<file path="src/rtl/systolic_array_controller.sv">
// Sequencing controller for the skewed systolic array: weight load,
// ifmap streaming, pipeline drain, output-valid tracking and completion.
//
// Ports:
//   clk, rst_n           clock; synchronous active-high reset (1 = reset)
//   start, num_vectors   run request and vector count, sampled in IDLE
//   weight_valid/ready   weight row handshake (one row per beat)
//   ifmap_valid/ready    ifmap vector handshake
//   weight_en/wen        array weight-path enable and one-hot row write
//   en, ifmap_zero       array compute enable and ifmap zero-select
//   ofmap_valid/count    result strobe and results emitted this run
//   busy, done           not-idle flag and one-cycle completion pulse
module systolic_array_controller #(
    parameter int ARRAY_HEIGHT = 4,
    parameter int ARRAY_WIDTH  = 4,
    parameter int LATENCY      = 8,
    parameter int COUNT_WIDTH  = 16
) (
    input  logic                    clk,
    input  logic                    rst_n,
    input  logic                    start,
    input  logic [COUNT_WIDTH-1:0]  num_vectors,
    input  logic                    weight_valid,
    output logic                    weight_ready,
    input  logic                    ifmap_valid,
    output logic                    ifmap_ready,
    output logic                    weight_en,
    output logic [ARRAY_HEIGHT-1:0] weight_wen,
    output logic                    en,
    output logic                    ifmap_zero,
    output logic                    ofmap_valid,
    output logic [COUNT_WIDTH-1:0]  ofmap_count,
    output logic                    busy,
    output logic                    done
);

    localparam int ROW_W = (ARRAY_HEIGHT > 1) ? $clog2(ARRAY_HEIGHT) : 1;
    localparam int DRN_W = (LATENCY > 1) ? $clog2(LATENCY) : 1;
    localparam logic [ROW_W-1:0] LAST_ROW = ROW_W'(ARRAY_HEIGHT - 1);
    localparam logic [DRN_W-1:0] LAST_DRN = DRN_W'(LATENCY - 1);
    // A zero-column array has no result lanes to flag as valid.
    localparam logic HAS_COLS = (ARRAY_WIDTH > 0);

    typedef enum logic [2:0] {
        IDLE,
        LOAD_W,
        STREAM,
        DRAIN,
        DONE
    } state_t;

    state_t                 state;
    state_t                 state_nx;
    logic [ROW_W-1:0]       row;
    logic [DRN_W-1:0]       drain_cnt;
    logic [COUNT_WIDTH-1:0] num_q;
    logic [COUNT_WIDTH-1:0] in_count;
    logic [LATENCY-1:0]     vld_sr;
    logic [LATENCY-1:0]     sr_next;
    logic                   accept_w;
    logic                   accept_v;
    logic                   last_vec;

    assign last_vec = (in_count == (num_q - COUNT_WIDTH'(1)));

    // Valid bit for each accepted vector travels with the array pipeline;
    // it only moves on cycles where the array itself moves.
    if (LATENCY > 1) begin : g_sr
        assign sr_next = {vld_sr[LATENCY-2:0], accept_v};
    end else begin : g_sr1
        assign sr_next = accept_v;
    end

    always_comb begin
        state_nx     = state;
        weight_ready = 1'b0;
        ifmap_ready  = 1'b0;
        weight_en    = 1'b0;
        weight_wen   = '0;
        en           = 1'b0;
        ifmap_zero   = 1'b0;
        done         = 1'b0;
        accept_w     = 1'b0;
        accept_v     = 1'b0;
        unique case (state)
            IDLE: begin
                if (start) state_nx = LOAD_W;
            end
            LOAD_W: begin
                weight_ready = 1'b1;
                if (weight_valid) begin
                    accept_w   = 1'b1;
                    weight_en  = 1'b1;
                    weight_wen = ARRAY_HEIGHT'(1) << row;
                    if (row == LAST_ROW)
                        state_nx = (num_q == '0) ? DRAIN : STREAM;
                end
            end
            STREAM: begin
                ifmap_ready = 1'b1;
                en          = ifmap_valid;
                accept_v    = ifmap_valid;
                if (ifmap_valid && last_vec) state_nx = DRAIN;
            end
            DRAIN: begin
                en         = 1'b1;
                ifmap_zero = 1'b1;
                if (drain_cnt == LAST_DRN) state_nx = DONE;
            end
            DONE: begin
                done     = 1'b1;
                state_nx = IDLE;
            end
            default: state_nx = IDLE;
        endcase
    end

    assign busy        = (state != IDLE);
    assign ofmap_valid = en & vld_sr[LATENCY-1] & HAS_COLS;

    always_ff @(posedge clk) begin
        if (rst_n) begin
            state       <= IDLE;
            row         <= '0;
            drain_cnt   <= '0;
            num_q       <= '0;
            in_count    <= '0;
            vld_sr      <= '0;
            ofmap_count <= '0;
        end else begin
            state <= state_nx;
            if (state == IDLE && start) begin
                num_q       <= num_vectors;
                row         <= '0;
                drain_cnt   <= '0;
                in_count    <= '0;
                vld_sr      <= '0;
                ofmap_count <= '0;
            end else begin
                if (accept_w)
                    row <= row + ROW_W'(1);
                if (accept_v)
                    in_count <= in_count + COUNT_WIDTH'(1);
                if (state == DRAIN)
                    drain_cnt <= drain_cnt + DRN_W'(1);
                if (en)
                    vld_sr <= sr_next;
                if (ofmap_valid)
                    ofmap_count <= ofmap_count + COUNT_WIDTH'(1);
            end
        end
    end

endmodule

</file>
<file path="config.mk">
export PLATFORM = sky130hd
export DESIGN_NAME = systolic_array_controller
export DESIGN_NICKNAME = d
export VERILOG_FILES = /design/src/rtl/systolic_array_controller.sv
export SDC_FILE = /design/constraint.sdc
export NUM_CORES = 1
export LEC_CHECK = 0
export CAP_MARGIN = 20
export CORE_UTILIZATION = 40
export DETAILED_ROUTE_END_ITERATION = 8
export PLACE_DENSITY = 0.64
export SETUP_SLACK_MARGIN = 0.05
export SLEW_MARGIN = 0
export SYNTH_ARGS = -nofsm -noshare
export SYNTH_HDL_FRONTEND = slang
export SYNTH_SLANG_ARGS = --single-unit
</file>
<file path="constraint.sdc">
create_clock -name clk -period 3.3 [get_ports clk]
set_input_delay 0.66 -clock clk [delete_from_list [all_inputs] [get_ports clk]]
set_output_delay 0.66 -clock clk [all_outputs]
set_load 0.02 [all_outputs]
</file>
==> Word-level counts from Yosys, hierarchy flattened <==
Index checks and enable logic that the tools add are counted.
{ "word_totals": {"mem_count": 0, "mem_bits_rw": 0, "out_inout_bits": 28, "in_bits": 21, "mem_bits_ro": 0, "register_bits": 64, "latchBits": 0} }
{ "op_classes": {"n_mux": 17, "n_bitwise": 1, "n_div": 0, "n_mul": 0, "n_eq_ne": 12, "reduce_logical": 7, "magnitude_cmp": 0, "shifts": 1, "add_sub_neg": 5} }
{ "ops": {"columns": ["cell", "count"], "rows": [
  ["adder 16 x 1 -> 16 bit (second input constant)", 2],
  ["== test 16 bit", 1],
  ["logical NOT 16 bit", 1],
  ["subtractor 16 x 1 -> 16 bit (second input constant)", 1],
  ["2-to-1 mux 3 bit", 5],
  ["case mux 3 bit (4 select lines)", 1],
  ["inequality test 2 bit (second input constant)", 5],
  ["2-to-1 mux 1 bit", 8],
  ["2-to-1 mux 4 bit", 2],
  ["== test 3 x 2 -> 1 bit (second input constant)", 2],
  ["== test 3 bit (second input constant)", 2],
  ["AND reduction 5 bit", 1],
  ["left shift 1 x 2 -> 4 bit (first input constant)", 1],
  ["adder 3 x 1 -> 3 bit (second input constant)", 1],
  ["== test 3 x 1 -> 1 bit (second input constant)", 1],
  ["logical NOT 3 bit", 1],
  ["nonzero test 3 bit", 1],
  ["adder 2 x 1 -> 2 bit (second input constant)", 1],
  ["== test 2 bit (second input constant)", 1],
  ["logical AND 1 bit", 2],
  ["case mux 1 bit (2 select lines)", 1],
  ["OR reduction 2 bit", 1],
  ["bitwise AND 1 bit", 1]
]} }

==> Longest topological paths before layout <==
Gate-level depths: netlist of the first run.
{ "depth": {"ltp_word": 5, "mapped_depth": 10, "ltp_nobuf": 9} }

==> Least setup slack after synthesis of the first run <==
OpenSTA, ideal clock, no wires.
{ "synth_timing": {"path_type": "register -> register", "start": "register num_q[0]", "end": "register state[0]", "setup_time_ns": 0.095, "synth_period_minus_slack_ns": 2.484, "slack_ns": 0.816, "t_arrival_ns": 2.389, "n_path_buf": 0, "stages_incl_launch_ff": 9, "path_cell_list": "dfxtp_1 -> inv_1 -> ha_1 -> or4b_4 -> o41ai_2 -> a22o_1 -> a21oi_1 -> or4_1 -> a221oi_1"} }
{ "synth_via": {"elab_chain_len": 5, "word_cells_on_any_way": 10, "cone_classes": "1 x add/sub; 2 x eq/ne; 4 x mux; 3 x reduce/logical"} }
{ "synth_rtl": {"columns": ["item", "line", "text"], "rows": [
  ["from (decl)", "56", "logic [COUNT_WIDTH-1:0] num_q;"],
  ["from (signal assigned)", "133", "num_q <= num_vectors;"],
  ["subtractor 16 x 1 -> 16 bit or logical NOT 16 bit (tied branches)", "64, 96", null],
  ["== test 16 bit or 2-to-1 mux 1 bit (tied branches)", "64, 96", null],
  ["logical AND 1 bit or 2-to-1 mux 3 bit (tied branches)", "103, 95", null],
  ["inequality test 2 bit (no line) or 2-to-1 mux 3 bit (tied branches)", null, null],
  ["AND reduction 5 bit (no line) or case mux 3 bit (4 select lines) (tied branches)", null, null],
  ["to (signal assigned)", "131", "state <= state_nx;"],
  ["to (decl)", "52", "state_t state;"]
]} }
Several ways; a longest one is shown, not always the timed one. The select of a mux whose other input is x is not followed.
A chain may end at the register's enable or synchronous reset.

==> Worst setup path after layout of the first run <==
{ "layout_timing": {"start": "input ifmap_valid", "end": "output ofmap_valid"} }
{ "layout_via": {"elab_chain_len": 2} }
{ "layout_rtl": {"columns": ["item", "line", "text"], "rows": [
  ["from (decl)", "25", "input logic ifmap_valid,"],
  ["case mux 1 bit (2 select lines)", "85", "unique case (state)"],
  ["bitwise AND 1 bit", "119", "assign ofmap_valid = en & vld_sr[LATENCY-1] & HAS_COLS;"],
  ["to (decl)", "31", "output logic ofmap_valid,"]
]} }
Every way passes these cells.

==> flow_metrics.tcl, run 1 <==
set metrics [dict create \
    status "completed" \
    syn2layout_area_growth_pct 22.0 \
    hold_start "vld_sr[5]" \
    grt_first_pass_wirelength_um 12000 \
    r2r_cells 9 \
    synth_seq_cells 64 \
    synth_area_leaders "dfxtp_1 (38%), nand2_1 (9.0%), xor2_1 (7.9%)" \
    hp-class "reg -> reg" \
    cap_violations 0 \
    power_switching_share 0.262 \
    drt_iter0_markers 105 \
    rr_endpoint "state[0]" \
    synth.most_common_cell "nand2_1" \
    avgSynthCellArea_um2 8.00 \
    setup_viol_count_final 0 \
    r2r-start "num_q[1]" \
    clkTransAtPathRegs_ns 0.07 \
    holdPathEnd "vld_sr[6]" \
    layout_min_cycle_time_ns 2.97 \
    pin_count 49 \
    cts_setup_buffers 0 \
    overflow 0 \
    antenna_found_initial 0 \
    synthTopCellsByCount "nand2_1 (80), dfxtp_1 (64), nor2_1 (40)" \
    critical_path_class "in -> out" \
    dp_hpwl_um 5080 \
    vias 2880 \
    ctsHoldBuffers 0 \
    grt_max_degree 46 \
    drc_errors 0 \
    ant_nets 0 \
    drive_gt1_frac 0.0581 \
    ctsResizeCount 0 \
    yosys.cell_types.count 50 \
    port_buffers 48 \
    cts_tree "yes" \
    netlist_instances 418 \
    cts-root-buf "clkbuf_8" \
    slowest_stage "clkdlybuf4s50_1" \
    crit_top_cell "clkdlybuf4s50_1" \
    die_h_um 93.4 \
    rsz0062_at_grt "no" \
    p_leak_uw 0.00152 \
    slowest_delay_ns 0.61 \
    clkPwrFrac 0.378 \
    post_drt_via_cell_ratio 5.08 \
    async_reset_ff_frac 0 \
    final_util 0.517 \
    dieArea_um2 8730 \
    hold_viol 0 \
    end_kind "primary output" \
    fin_crit_sh 0.899 \
    synth_edf_count 0 \
    routabilityCongestion 0.841 \
    worstPathRequired_ns 2.64 \
    tightest_slew_ns 0.574 \
    worstPathMaxFanout 11 \
    start_util 0.424 \
    first_pass_iters 4 \
    synth_top_area_cell "dfxtp_1" \
    relSlewSlack 0.614 \
    report.final.slew_viol_count 0 \
    peakVddDrop_mv 0.183 \
    p_switching_uw 462 \
    synth_fp_nets 449 \
    hold_depth 2 \
    yosysSeqAreaShare 0.383 \
    fmax_ghz 0.337 \
    start_kind "input port" \
    netlist_area_um2 3340 \
    cts_sinks 64 \
    fp-row-count 32 \
    ff2ff_setup_slack_ns 0.55 \
    pwr-share-comb 0.156 \
    grt_pass1_vias 2707 \
    powerDensity_nw_per_um2 432 \
    drt-wirelength-per-cell_um 12.1 \
    layout.nets 491 \
    synth_warnings 0 \
    fp.coreArea_um2 7890 \
    wl_um 6870 \
    yosysTopAreaCellShare 0.383 \
    arrival_ns 2.31 \
    die_w_um 93.4 \
    setup-tns-final_ns 0 \
    path_cells "clkdlybuf4s50_1 > o21ai_1 > inv_2 > nand2_1 > inv_1 > clkdlybuf4s50_1" \
    fillers 770 \
    grt_usage 0.173 \
    synth_flop_cell "dfxtp_1" \
    clock-skew-final_ns 0.00917 \
    clock_latency_ns 0.33 \
    intPower_uw 1300 \
    insertedDiodeCount 0 \
    clk_path_buf_depth 2 \
    cts_buffers 9 \
    seqPwrFrac 0.466 \
    htree_levels 3 \
]
[routing by layer]
layer  GRT usage  part of all wire
met4      0.0731             0.012
met1       0.224              0.50
met3      0.0431             0.043
met5           0                 0
met2       0.273              0.44
[final cells by class]
class / instances / area, um2 / area share
Inverter: 11 / 41.3 / 0.0101
Clock buffer: 13 / 159 / 0.0390
Sequential cell: 64 / 1280 / 0.314
Tap cell: 102 / 128 / 0.0313
Timing Repair Buffer: 53 / 518 / 0.127
Clock inverter: 3 / 40.0 / 0.00982
Multi-Input combinational cell: 321 / 1910 / 0.469
[state kept, by name, indices dropped and copies added (netlist names)]
| signal | cells |
|---|---|
| drain_cnt | 3 |
| in_count | 16 |
| num_q | 16 |
| ofmap_count | 16 |
| row | 2 |
| state | 3 |
| vld_sr | 8 |
[power by group through the flow]
| stage | clock (uW) | sequential (uW) | combinational [uW] |
|---|---|---|---|
| floorplan | 0 | 821 | 213 |
| global placement | 0 | 838 | 270 |
| detailed placement | 0 | 838 | 275 |
| CTS | 687 | 821 | 278 |
| global route | 720 | 825 | 310 |
| finish | 667 | 821 | 276 |
[through the flow]
step,worst slack [ns],hold WS (ns),instance area (um2),std cells,total power [uW]
floorplan,0.816,0.432,3340,418,1030
global placement,0.363,0.437,3880,551,1110
detailed placement,0.332,0.447,3880,551,1110
CTS,0.322,0.457,4080,567,1790
global route,0.203,0.472,4080,567,1850
finish,0.335,0.451,4080,567,1760
[cells in the final DEF, fill, tap and decap left out, types with 5 or more instances in the layout]
| cell | n |
|---|---|
| ha_1 | 10 |
| inv_1 | 10 |
| or3_1 | 7 |
| clkbuf_8 | 11 |
| xor2_1 | 30 |
| nand2_1 | 80 |
| clkdlybuf4s50_1 | 48 |
| and3_1 | 12 |
| nor2_1 | 40 |
| buf_4 | 5 |
| a21oi_1 | 37 |
| nand2b_1 | 5 |
| xnor2_1 | 17 |
| nand3_1 | 15 |
| o21ai_0 | 8 |
| nor3_1 | 13 |
| dfxtp_1 | 64 |
[logic make-up after synthesis]
kind of cell / count (synthesis) / share of synthesized area
buf+inv: 33 / 0.0453
compound gates: 64 / 0.114
flops: 64 / 0.383
fa+ha+maj: 10 / 0.0374
xor+xnor: 47 / 0.123
mux: 3 / 0.00898
simple gates: 197 / 0.288
[worst max-delay path, delay by kind of cell]
kind	cells	cell delay (ns)
buf+inv	4	1.41
simple gates	1	0.12
compound gates	1	0.11
[worst max-delay path by stage]
stage	from	to	slack, ns
floorplan	num_q[0]	state[0]	0.82
global placement	ifmap_valid	ofmap_valid	0.36
detailed placement	ifmap_valid	ofmap_valid	0.33
CTS	ifmap_valid	ofmap_valid	0.32
global route	state[1]	ofmap_valid	0.20
finish	ifmap_valid	ofmap_valid	0.33
Note: power is estimated with default switching activity, not from simulation.
==> run 2: changes to the inputs <==
clock period = 2.9 ns   (was 3.3 ns; I/O delays follow)
==> run 2 against run 1 <==
Effect of this change:
- clock power is 5.1% higher
- global-route usage grew 0.45 points
- die area stayed put
- non-clock buffer count rose by 4
- via count increased by 0.49%
- sequential share of layout area is 0.22 points lower
- critical endpoint is now en
- largest cell class unchanged
- highest routed layer unchanged
==> flow_metrics.tcl, run 2 (same netlist as run 1, synthesis figures left out) <==
set metrics [dict create \
    status "completed" \
    powerDensity_nw_per_um2 476 \
    drive_gt1_frac 0.0746 \
    peakVddDrop_mv 0.209 \
    fp-row-count 32 \
    multi_input_area_um2 1910 \
    relSlewSlack 0.645 \
    drt_iter0_markers 117 \
    vias 2894 \
    hp-class "reg -> reg" \
    grt_usage 0.178 \
    start_util 0.424 \
    syn2layout_area_growth_pct 22.9 \
    regArea_um2 1280 \
    routabilityCongestion 0.889 \
    overflow 0 \
    die_h_um 93.4 \
    report.final.slew_viol_count 0 \
    pwr-share-comb 0.164 \
    seqPwrFrac 0.478 \
    wl_um 7130 \
    power_switching_share 0.284 \
    first_pass_iters 4 \
    dieArea_um2 8730 \
    fillers 748 \
    fin_ws_ns 0.236 \
    port_buffers 48 \
    layout_commonest_cell "nand2_1" \
    fmax_ghz 0.375 \
    ant_nets 0 \
    p_leak_uw 0.00155 \
    cts_tree "yes" \
    hold_viol 0 \
    cap_violations 0 \
    layout.nets 495 \
    tightest_slew_ns 0.533 \
    die_w_um 93.4 \
    post_drt_via_cell_ratio 5.07 \
    rsz0062_at_grt "no" \
    post-place-ws_ns 0.127 \
    fin_crit_sh 0.919 \
    antenna_found_initial 0 \
    cts-root-buf "clkbuf_8" \
    htree_levels 3 \
    clock_latency_ns 0.34 \
    p_switching_uw 555 \
    grt_pass1_vias 2693 \
    drt-wirelength-per-cell_um 12.5 \
    layout_common_cells "nand2_1 (80), dfxtp_1 (63), clkdlybuf4s50_1 (47)" \
    reg_top3 "in_count x16, num_q x16, ofmap_count x16" \
    grt_max_degree 46 \
    critical_path_class "in -> out" \
    clock-skew-final_ns 0.0120 \
    clkPwrFrac 0.358 \
    arrival_ns 2.08 \
    dp_hpwl_um 5310 \
    end_kind "primary output" \
    critPathCapture "en" \
    insertedDiodeCount 0 \
    cts_buffers 9 \
    pin_count 49 \
    layout_min_cycle_time_ns 2.66 \
    intPower_uw 1400 \
    start_kind "input port" \
    worstPathRequired_ns 2.32 \
    cp-startpoint "ifmap_valid" \
    drc_errors 0 \
    cts_sinks 64 \
    ff2ff_setup_slack_ns 0.25 \
    clkTransAtPathRegs_ns 0.08 \
    setup-tns-final_ns 0 \
    worstPathMaxFanout 10 \
    rr_endpoint "state[0]" \
    setup_viol_count_final 0 \
    r2r_cells 9 \
    grt_first_pass_wirelength_um 12200 \
    fp.coreArea_um2 7890 \
    clk_path_buf_depth 2 \
    r2r-start "num_q[1]" \
]
## run 2: repair_timing
item / 4_1_cts / 5_1_grt
setup endpoints to repair: 0 / 3
gates resized for setup: 0 / 3
hold buffers: 0 / 0
buffers inserted: 0 / 0
## run 2: worst max-delay path, cell delays in order
cell and delay (ns):
clkdlybuf4s50_1 0.53, o21ai_1 0.12, inv_2 0.08, buf_4 0.15
clkdlybuf4s50_1 0.61
## run 2: area by class of cell
type | instances | share of cell area
Inverter | 11 | 0.0100
Timing Repair Buffer | 57 | 0.137
Tap cell | 102 | 0.0310
Multi-Input combinational cell | 321 | 0.466
Clock inverter | 5 | 0.00761
Clock buffer | 11 | 0.0368
Sequential cell | 64 | 0.312
## run 2: worst min path at each step
| stage | start | endpoint | depth (start not counted) |
|---|---|---|---|
| 5_1_grt | vld_sr[0] | vld_sr[1] | 2 |
| 4_1_cts | vld_sr[0] | vld_sr[1] | 2 |
| 6_report | vld_sr[0] | vld_sr[1] | 2 |
| 3_3_place_gp | vld_sr[6] | vld_sr[7] | 2 |
| 3_5_place_dp | vld_sr[2] | vld_sr[3] | 2 |
| 2_1_floorplan | vld_sr[0] | vld_sr[1] | 2 |
## run 2: power by group through the flow
stage	Combinational (uW)	Sequential (uW)	Clock, uW
global placement	316	953	0
CTS	321	933	719
global route	362	939	755
finish	321	934	701
floorplan	242	934	0
detailed placement	320	953	0
## run 2: layer usage
layer	part of all wire	up-vias	routed length, um	GRT usage
li1	-	1506	-	-
met4	0.015	0	104	0.0731
met2	0.46	50	3260	0.287
met3	0.037	9	263	0.0301
met5	0	-	0	0
met1	0.49	1329	3500	0.234
## run 2: stage by stage
step / total power, uW / instances / hold slack (ns) / util / cell area, um2
floorplan: 1180 / 418 / 0.432 / - / 3340
global placement: 1270 / 555 / 0.439 / 0.497 / 3920
detailed placement: 1270 / 555 / 0.449 / 0.497 / 3920
CTS: 1970 / 571 / 0.451 / 0.520 / 4110
global route: 2060 / 571 / 0.464 / 0.521 / 4110
finish: 1960 / 571 / 0.453 / 0.521 / 4110
==> run 3: changes to the inputs <==
GPL_ROUTABILITY_DRIVEN = 0   (was unset)
==> results of run 3 <==
Same layout as run 2: the final DEF is identical, and so are final timing and power.
